## config.mk

```make
export PLATFORM = sky130hd
export DESIGN_NAME = sd_access_arbiter
export DESIGN_NICKNAME = d
export VERILOG_FILES = /design/src/rtl/sd_access_arbiter_pkg.sv /design/src/rtl/sd_req_slot.sv /design/src/rtl/sd_access_arbiter.sv
export SDC_FILE = /design/constraint.sdc
export NUM_CORES = 1
export LEC_CHECK = 0
export CORE_MARGIN = 1
export CORE_UTILIZATION = 48
export DETAILED_ROUTE_END_ITERATION = 6
export GPL_TIMING_DRIVEN = 0
export PLACE_DENSITY = 0.78
export SYNTH_ARGS = -nofsm -noshare
export SYNTH_HDL_FRONTEND = slang
export SYNTH_SLANG_ARGS = --single-unit
```

## constraint.sdc

```tcl
create_clock -name clk -period 2.6 [get_ports clk]
set_input_delay 0.26 -clock clk [delete_from_list [all_inputs] [get_ports clk]]
set_output_delay 0.26 -clock clk [all_outputs]
set_load 0.02 [all_outputs]
```

## src/rtl/sd_access_arbiter_pkg.sv

```systemverilog
// Shared definitions for the SD access arbiter: FSM encodings, port indices
// and the packed command word held by each request slot.
package sd_access_arbiter_pkg;

    localparam logic [1:0] ST_IDLE  = 2'd0;
    localparam logic [1:0] ST_ISSUE = 2'd1;
    localparam logic [1:0] ST_WAIT  = 2'd2;
    localparam logic [1:0] ST_RESP  = 2'd3;

    localparam logic PORT_CPU = 1'b0;
    localparam logic PORT_LD  = 1'b1;

    localparam int NUM_PORTS = 2;

    typedef struct packed {
        logic        we;
        logic [31:0] addr;
        logic [31:0] wdata;
    } sd_cmd_t;

endpackage

```

## src/rtl/sd_req_slot.sv

```systemverilog
// One-deep request latch for a single requester; the slot stays full from
// the accepting edge until the arbiter clears it on leaving RESP.
module sd_req_slot
    import sd_access_arbiter_pkg::*;
(
    input  logic        clk,
    input  logic        rst_n,
    input  logic        i_req,
    input  logic        i_we,
    input  logic [31:0] i_addr,
    input  logic [31:0] i_wdata,
    input  logic        i_clear,
    output logic        o_pending,
    output logic        o_sd_ready,
    output sd_cmd_t     o_cmd
);

    logic    r_pending;
    sd_cmd_t r_cmd;

    // Clear wins over a same-cycle request, so a request in RESP is dropped.
    always_ff @(posedge clk or negedge rst_n) begin
        if (!rst_n) begin
            r_pending <= 1'b0;
            r_cmd     <= '0;
        end else if (i_clear) begin
            r_pending <= 1'b0;
        end else if (i_req && !r_pending) begin
            r_pending   <= 1'b1;
            r_cmd.we    <= i_we;
            r_cmd.addr  <= i_addr;
            r_cmd.wdata <= i_wdata;
        end
    end

    assign o_pending  = r_pending;
    assign o_sd_ready = ~r_pending;
    assign o_cmd      = r_cmd;

endmodule

```

## src/rtl/sd_access_arbiter.sv

```systemverilog
// Round-robin sharing of one SD controller between the CPU and the boot
// loader: slot latch, command handshake, completion/timeout, response demux.
module sd_access_arbiter
    import sd_access_arbiter_pkg::*;
#(
    parameter int TIMEOUT_W = 20
) (
    input  logic        clk,
    input  logic        rst_n,
    input  logic        cpu_req,
    input  logic        cpu_we,
    input  logic [31:0] cpu_addr,
    input  logic [31:0] cpu_wdata,
    output logic        cpu_sd_ready,
    output logic        cpu_done,
    output logic [31:0] cpu_rdata,
    output logic        cpu_err,
    input  logic        ld_req,
    input  logic        ld_we,
    input  logic [31:0] ld_addr,
    input  logic [31:0] ld_wdata,
    output logic        ld_sd_ready,
    output logic        ld_done,
    output logic [31:0] ld_rdata,
    output logic        ld_err,
    output logic        sd_cmd_valid,
    input  logic        sd_cmd_ready,
    output logic        sd_cmd_we,
    output logic [31:0] sd_cmd_addr,
    output logic [31:0] sd_cmd_wdata,
    input  logic        sd_done,
    input  logic [31:0] sd_rdata
);

    logic [1:0]           r_state;
    logic                 r_grant;
    logic                 r_last_grant;
    logic [TIMEOUT_W-1:0] r_cnt;
    logic [31:0]          r_rdata;
    logic                 r_err;
    logic                 r_cmd_we;
    logic [31:0]          r_cmd_addr;
    logic [31:0]          r_cmd_wdata;

    logic [NUM_PORTS-1:0] w_req;
    logic [NUM_PORTS-1:0] w_we;
    logic [NUM_PORTS-1:0] w_clear;
    logic [NUM_PORTS-1:0] w_pending;
    logic [NUM_PORTS-1:0] w_ready;
    logic [31:0]          w_addr     [NUM_PORTS];
    logic [31:0]          w_wdata    [NUM_PORTS];
    sd_cmd_t              w_slot_cmd [NUM_PORTS];
    sd_cmd_t              w_sel_cmd;
    logic                 w_sel;
    logic                 w_resp;

    assign w_req      = {ld_req, cpu_req};
    assign w_we       = {ld_we, cpu_we};
    assign w_addr[0]  = cpu_addr;
    assign w_addr[1]  = ld_addr;
    assign w_wdata[0] = cpu_wdata;
    assign w_wdata[1] = ld_wdata;
    assign w_resp     = (r_state == ST_RESP);

    genvar gi;
    generate
        for (gi = 0; gi < NUM_PORTS; gi++) begin : g_slot
            assign w_clear[gi] = w_resp && (int'(r_grant) == gi);

            sd_req_slot u_slot (
                .clk        (clk),
                .rst_n      (rst_n),
                .i_req      (w_req[gi]),
                .i_we       (w_we[gi]),
                .i_addr     (w_addr[gi]),
                .i_wdata    (w_wdata[gi]),
                .i_clear    (w_clear[gi]),
                .o_pending  (w_pending[gi]),
                .o_sd_ready (w_ready[gi]),
                .o_cmd      (w_slot_cmd[gi])
            );
        end
    endgenerate

    // On a tie the port that was not served last wins; otherwise the lone requester.
    assign w_sel     = (&w_pending) ? ~r_last_grant : w_pending[PORT_LD];
    assign w_sel_cmd = w_slot_cmd[w_sel];

    always_ff @(posedge clk or negedge rst_n) begin
        if (!rst_n) begin
            r_state      <= ST_IDLE;
            r_grant      <= PORT_CPU;
            r_last_grant <= PORT_LD;
            r_cnt        <= '0;
            r_rdata      <= '0;
            r_err        <= 1'b0;
            r_cmd_we     <= 1'b0;
            r_cmd_addr   <= '0;
            r_cmd_wdata  <= '0;
        end else begin
            case (r_state)
                ST_IDLE: begin
                    if (|w_pending) begin
                        r_grant     <= w_sel;
                        r_cmd_we    <= w_sel_cmd.we;
                        r_cmd_addr  <= w_sel_cmd.addr;
                        r_cmd_wdata <= w_sel_cmd.wdata;
                        r_state     <= ST_ISSUE;
                    end
                end
                ST_ISSUE: begin
                    if (sd_cmd_ready) begin
                        r_cnt   <= '0;
                        r_state <= ST_WAIT;
                    end
                end
                ST_WAIT: begin
                    // A completion arriving on the expiry cycle still counts as success.
                    if (sd_done) begin
                        r_rdata <= sd_rdata;
                        r_err   <= 1'b0;
                        r_state <= ST_RESP;
                    end else if (&r_cnt) begin
                        r_rdata <= '0;
                        r_err   <= 1'b1;
                        r_state <= ST_RESP;
                    end else begin
                        r_cnt <= r_cnt + 1'b1;
                    end
                end
                ST_RESP: begin
                    r_last_grant <= r_grant;
                    r_state      <= ST_IDLE;
                end
                default: r_state <= ST_IDLE;
            endcase
        end
    end

    assign sd_cmd_valid = (r_state == ST_ISSUE);
    assign sd_cmd_we    = r_cmd_we;
    assign sd_cmd_addr  = r_cmd_addr;
    assign sd_cmd_wdata = r_cmd_wdata;

    assign cpu_sd_ready = w_ready[PORT_CPU];
    assign ld_sd_ready  = w_ready[PORT_LD];

    assign cpu_done  = w_resp && (r_grant == PORT_CPU);
    assign cpu_rdata = cpu_done ? r_rdata : '0;
    assign cpu_err   = cpu_done & r_err;

    assign ld_done   = w_resp && (r_grant == PORT_LD);
    assign ld_rdata  = ld_done ? r_rdata : '0;
    assign ld_err    = ld_done & r_err;

endmodule

```

==> results of run 1 <==
report_power, final:
part	switching (mW)	internal, mW
sequential	1.05	5.79
combinational	3.84	3.57
clock	1.56	2.42
registers in the layout, summed over array words and instances, names as in the netlist:
register,flops
g_slot.u_slot.o_cmd,130
r_rdata,32
sd_cmd_addr,32
sd_cmd_wdata,32
r_cnt,20
g_slot.u_slot.o_pending,2
r_state,2
r_err,1
r_grant,1
r_last_grant,1
sd_cmd_we,1
logic make-up (layout without fill, tap and decap cells):
kind of cell	after synthesis	count (layout)
other	0	3
AOI/OAI and AO/OA	120	120
and+or+nand+nor	297	297
DFF	254	254
adders and majority gates	6	6
buffers and inverters	73	430
muxes	197	197
layer usage:
layer  global-route usage [%]  up-vias
li1                         -     3969
met1                    31.11     4153
met2                    43.38      302
met3                    6.776       68
met4                    10.38        0
met5                        0        -
metrics by stage:
stage / worst slack, ns / std cells / area, um^2 / power [mW]
2_1_floorplan: 0.5160 / 947 / 11010 / 11.23
3_3_place_gp: -9.536 / 1535 / 14400 / 14.03
3_5_place_dp: -0.5547 / 1537 / 14460 / 14.32
4_1_cts: 0.02164 / 1589 / 15410 / 18.36
5_1_grt: 0.0005544 / 1591 / 15450 / 19.36
6_report: 0.04942 / 1592 / 15450 / 18.24
area by class of cell:
cell class	instances	area, um^2
fill	1683	7123
sequential	254	6359
multi-input combinational	620	4374
timing repair buffer	307	3085
clock buffer	40	794.5
tap	285	356.6
buffer	64	297.8
clock inverter	10	140.1
inverter	9	33.78
antenna	3	7.507
placed cells by master, fill, tap and decap left out, types with 3 or more instances in the layout:
cell type / n
clkbuf_8: 7
nand2_1: 143
nand2b_1: 4
diode_2: 3
nand4_1: 6
ha_1: 5
nand3_1: 41
and2_1: 37
clkbuf_16: 27
clkdlybuf4s50_1: 268
dlygate4sd2_1: 28
o21ai_0: 85
nor2_1: 13
a41oi_1: 3
nor3_1: 4
dlymetal6s2s_1: 4
buf_2: 18
dfrtp_1: 252
and3_1: 35
bufinv_16: 3
a21oi_1: 5
clkinv_2: 5
mux2i_1: 66
mux2_2: 130
buf_1: 5
clkbuf_2: 7
inv_1: 9
clkbuf_4: 4
clkbuf_1: 34
nor4_1: 3
a31oi_1: 3
o31ai_1: 12
repair_timing:
item	in CTS	in global routing
hold endpoints to repair	253	0
setup endpoints to repair	243	118
hold buffers	1	0
gates resized for setup	44	18
setup buffers	1	0
cloned	0	0
final timing paths:
| kind | from | to | cells after the start |
|---|---|---|---|
| setup / recovery | r_state[1]$_DFFE_PN0P_ | ld_rdata[19] | 4 |
| hold / removal | rst_n | sd_cmd_addr[17]$_DFFE_PN0P_ | 2 |
| setup reg to reg | r_state[1]$_DFFE_PN0P_ | r_cnt[11]$_DFFE_PN0P_ | 9 |
| hold reg to reg | sd_cmd_addr[17]$_DFFE_PN0P_ | sd_cmd_addr[17]$_DFFE_PN0P_ | 2 |
| max in group asynchronous | rst_n | r_state[0]$_DFFE_PN0P_ | 3 |
| min in group clk | sd_rdata[9] | r_rdata[9]$_DFFE_PN0P_ | 3 |
worst reg2reg max path, cell delays in order, from the launching register on:
cell and delay, ns:
dfrtp_1 0.43, buf_4 0.17, ha_1 0.24, and2_1 0.16, clkbuf_1 0.19, or3_4 0.47, o21bai_4 0.25, buf_6 0.17
o21ai_0 0.18, o31ai_1 0.10
==> impl_metrics.ini, run 1 <==
[synthesis]
avgSynthCellArea_um2 = 11.62
netlist_instances = 947
ys_types = 42
synth.area.mux_share_pct = 19.44
synthTopCellsByArea = dfrtp_1, mux2_2, mux2i_1, nand2_1, o21ai_0
yosys-top-cells-count = dfrtp_1, nand2_1, mux2_2
synth-xor-area-share_pct = 0
synth_top_family_by_area = multiplexers
syn_nets = 1121
synth_top_area_cell = dfrtp_1
yosys.area_share.simple_pct = 13.09
synth_edf_count = 0
yosysMostFrequentCell = dfrtp_1
synth_adder_area_share_pct = 0.6820
ys_warn_count = 0
async_flop_share_pct = 100.0
synth_top_cell_area_share_pct = 57.51
synthFlopType = dfrtp_1
synth_compound_area_share_pct = 6.229
syn-cell-area_um2 = 11010
synth_seq_cells = 254
yosysSeqAreaShare_pct = 57.75

[setup_path]
cp-end-kind = output pin
slowest_delay_ns = 0.63
cp_data_required_time_ns = 2.34
cp_slowest_cell = clkdlybuf4s50_1
path_class = register to output pin
r2r_slack_ns = 0.12
crit_chain = ha_4, clkbuf_2, and3_1, clkdlybuf4s50_1
crit_buf_inv = 2
crit_arrival_ns = 2.29
cp_max_fo = 10
path_delay_family = buffers and inverters
start_kind = register

[clock_tree]
cts_max_level = 1
numCtsBuffers = 27
cts_num_sinks = 254
tritoncts = built
cts_buffer_depth = 3
clkTransAtPathRegs_ns = 0.06
clkLatencyLatePin_ns = 0.53
cts_root_buffer = clkbuf_16

[timing]
worstMarginPinSlew_ns = 0.7904
fin_crit_sh_pct = 98.10
fmax_ghz = 0.3921
finalMaxSlewViolations = 0
finalSetupViolCount = 0
worst_clock_skew_ns = 0.01266
whs_ns = 0.1415
min_period_ns = 2.551
timing.slew.headroom_pct = 47.31
hold_viol_final = 0
rsz0062_at_grt = false
finalSetupTns_ns = 0

[cells_and_area]
postLayoutCoreUtil_pct = 68.44
drive_above_1_share_pct = 17.02
syn2layout_area_growth_pct = 40.34
fin_nets = 1457

[detailed_routing]
met1_length_um = 11790
routed-wl-met2_um = 14510
final_antenna_net_count = 0
via_per_inst = 5.334
drt_iter0_drc = 411
wl_per_cell_um = 18.62
dr.pass1.iters = 4
vias = 8492
wl_um = 29650
routed.top_layer = met4
wl_met3_um = 2173
drc = 0

[global_routing]
antenna_found_initial = 3
grt_pass1_wl_um = 47390
gr-total-overflow = 0
grt_pass1_vias = 8739
grt_max_degree = 121
grt_usage_pct = 25.61

[pwr]
ir_worst_vdd_mv = 0.9626
powerDensity_nw_per_um2 = 1181
p_leak_nw = 7.198

[job]
drv_cap = 0

[die]
die_width_um = 153.4
ioPinCount = 304
rows = 55
start_util_pct = 48.77
fp.coreArea_um2 = 22570
die-area_um2 = 23540
die_h_um = 153.4

[placed_design]
gp_congestion = 0.8707
dp_hpwl_um = 21470
io_buffer_count = 303

[outcome]
status = completed

[hold_path]
hold_path_class = primary input to asynchronous set/reset pin
Power figures use the tool's default switching activity.
==> run 2: changes to the inputs <==
--- a/config.mk
+++ b/config.mk
@@ -10,6 +10,7 @@
 export DETAILED_ROUTE_END_ITERATION = 6
 export GPL_TIMING_DRIVEN = 0
 export PLACE_DENSITY = 0.78
+export RECOVER_POWER = 100
 export SYNTH_ARGS = -nofsm -noshare
 export SYNTH_HDL_FRONTEND = slang
 export SYNTH_SLANG_ARGS = --single-unit
==> run 2 against run 1 <==
  * Die area unchanged
  * Worst hold slack improved by 0.11 ns
  * First-iteration DRC count rose by 2.9%
  * Critical path type unchanged
  * Largest power group unchanged
  * Highest routed layer unchanged
==> impl_metrics.ini, run 2 (synthesis gave the netlist of run 1 again) <==
[pwr]
p_int_mw = 11.56
clock_power_share_pct = 22.1
powerDensity_nw_per_um2 = 1172
p_comb_share_pct = 40.0
seqPwrFrac_pct = 37.9
p_switching_mw = 6.438
sw_frac_of_total_pct = 35.77
p_leak_nw = 7.238
ir_worst_vdd_mv = 0.9353

[timing]
finalSetupViolCount = 0
worst_clock_skew_ns = 0.01194
timing.slew.headroom_pct = 27.55
rsz0062_at_grt = false
hold_viol_final = 0
fin_crit_sh_pct = 97.90
min_period_ns = 2.545
fmax_ghz = 0.3929
finalSetupTns_ns = 0
worstMarginPinSlew_ns = 1.087
finalMaxSlewViolations = 0

[setup_path]
start_kind = register
cp_slowest_cell = clkdlybuf4s50_1
cp-end-kind = output pin
cp_max_fo = 10
path_delay_family = buffers and inverters
crit_buf_inv = 2
slowest_delay_ns = 0.63
r2r-end = r_cnt[11]$_DFFE_PN0P_
cp_data_required_time_ns = 2.34
r2r_cells = 9
crit_chain = ha_4, clkbuf_2, and3_1, clkdlybuf4s50_1
path_class = register to output pin
r2r_slack_ns = 0.12
rr_startpoint = r_state[1]$_DFFE_PN0P_
crit_arrival_ns = 2.29

[die]
die_h_um = 153.4
ioPinCount = 304
fp.coreArea_um2 = 22570
die_width_um = 153.4
rows = 55
die-area_um2 = 23540
start_util_pct = 48.77

[cells_and_area]
syn2layout_area_growth_pct = 39.48
drive_above_1_share_pct = 16.56
layout_common_cells = dfrtp_1, clkdlybuf4s50_1, nand2_1
postLayoutCoreUtil_pct = 68.02
fin_nets = 1457
nFillCells = 1698
largest_reg_flops = 130
final_common_cell = dfrtp_1
instances_no_fill = 1592
finish.instance_area_um2 = 15350

[clock_tree]
cts_max_level = 1
cts_buffer_depth = 3
clkLatencyLatePin_ns = 0.53
cts_num_sinks = 254
tritoncts = built
clkTransAtPathRegs_ns = 0.06
numCtsBuffers = 27
cts_root_buffer = clkbuf_16

[placed_design]
placed_area_um2 = 14460
gp_congestion = 0.8707
dp_cells = 1537
io_buffer_count = 303
dp_hpwl_um = 21470

[detailed_routing]
drc = 0
vias = 8525
wl_per_cell_um = 18.66
wl_um = 29710
final_antenna_net_count = 0
via_per_inst = 5.355
dr.pass1.iters = 5
drt_iter0_drc = 423

[global_routing]
gr-total-overflow = 0
grt_max_degree = 121
grt_pass1_vias = 8739
grt_pass1_wl_um = 47390
antenna_found_initial = 3
grt_usage_pct = 25.61

[hold_path]
hold_path_depth = 3
hold_path_class = primary input to register
hp-start = sd_rdata[9]
holdPathEnd = r_rdata[9]$_DFFE_PN0P_

[outcome]
status = completed

[job]
drv_cap = 0
[run 2: cell types whose count changed in the layout (fill, tap and decap cells not counted), moves of 3 or more]
cell / delta
clkbuf_1: +12
dlymetal6s2s_1: -4
buf_1: -3
clkdlybuf4s50_1: -83
clkbuf_2: +7
buf_2: -8
and2_0: +6
and2_1: -6
dlygate4sd3_1: +83
[run 2: worst max path at each step]
stage,startpoint,endpoint,slack [ns],cells after the start
CTS,r_grant$_DFFE_PN0P_,ld_rdata[19],0.02,3
global placement,rst_n,g_slot[0].u_slot.o_cmd[20]$_DFFE_PN0P_,-9.54,1
global route,r_state[1]$_DFFE_PN0P_,cpu_rdata[26],0.0004,6
floorplan,r_state[0]$_DFFE_PN0P_,r_cnt[11]$_DFFE_PN0P_,0.52,9
detailed placement,r_state[1]$_DFFE_PN0P_,g_slot[0].u_slot.o_cmd[22]$_DFFE_PN0P_,-0.55,7
finish,r_state[1]$_DFFE_PN0P_,ld_rdata[19],0.05,4
[run 2: what timing repair did]
item	in CTS	in global routing
gates resized for setup	44	18
setup endpoints to repair	243	118
hold buffers	1	0
setup buffers	1	0
hold endpoints to repair	253	0
[run 2: per-stage QoR]
stage	hold WS [ns]	setup slack, ns	total power, mW
after global routing	0.2528	0.0003546	19.13
after floorplan	-0.03559	0.5160	11.23
after global placement	0.4595	-9.536	14.03
after detailed placement	0.09589	-0.5547	14.32
after CTS	0.1289	0.02164	18.36
final	0.2533	0.05472	18.00
[run 2: per-layer routing]
layer / vias to the layer above / share of wire [%] / track usage, %
li1: 3968 / - / -
met1: 4152 / 39 / 31.11
met2: 339 / 49 / 43.38
met3: 66 / 7.9 / 6.776
met4: 0 / 3.8 / 10.38
met5: - / 0 / 0
[run 2: worst register-to-register path: stages (launching register included)]
cell and delay, ns:
dfrtp_1 0.43, clkbuf_1 0.15, ha_1 0.26, and2_1 0.16, clkbuf_1 0.19, or3_4 0.47, o21bai_4 0.25, buf_6 0.17
o21ai_0 0.19, o31ai_1 0.10
[run 2: power by group through the flow]
stage	Clock [mW]	Combinational (mW)	Sequential (mW)
global route	4.23	7.84	7.06
finish	3.98	7.20	6.82
detailed placement	0	7.44	6.88
CTS	4.06	7.47	6.83
floorplan	0	4.10	7.13
global placement	0	7.22	6.81
[run 2: area by class of cell]
type                    count  area, um^2  share of cell area [%]
diodes                      3       7.507                 0.04890
plain buffers              64       289.0                   1.882
clock buffers              40       794.5                   5.175
multi-input cells         620        4370                   28.47
repair buffers            307        3003                   19.56
flip-flops and latches    254        6359                   41.41
clock inverters            10       140.1                  0.9127
well taps                 285       356.6                   2.323
inverters                   9       33.78                  0.2200
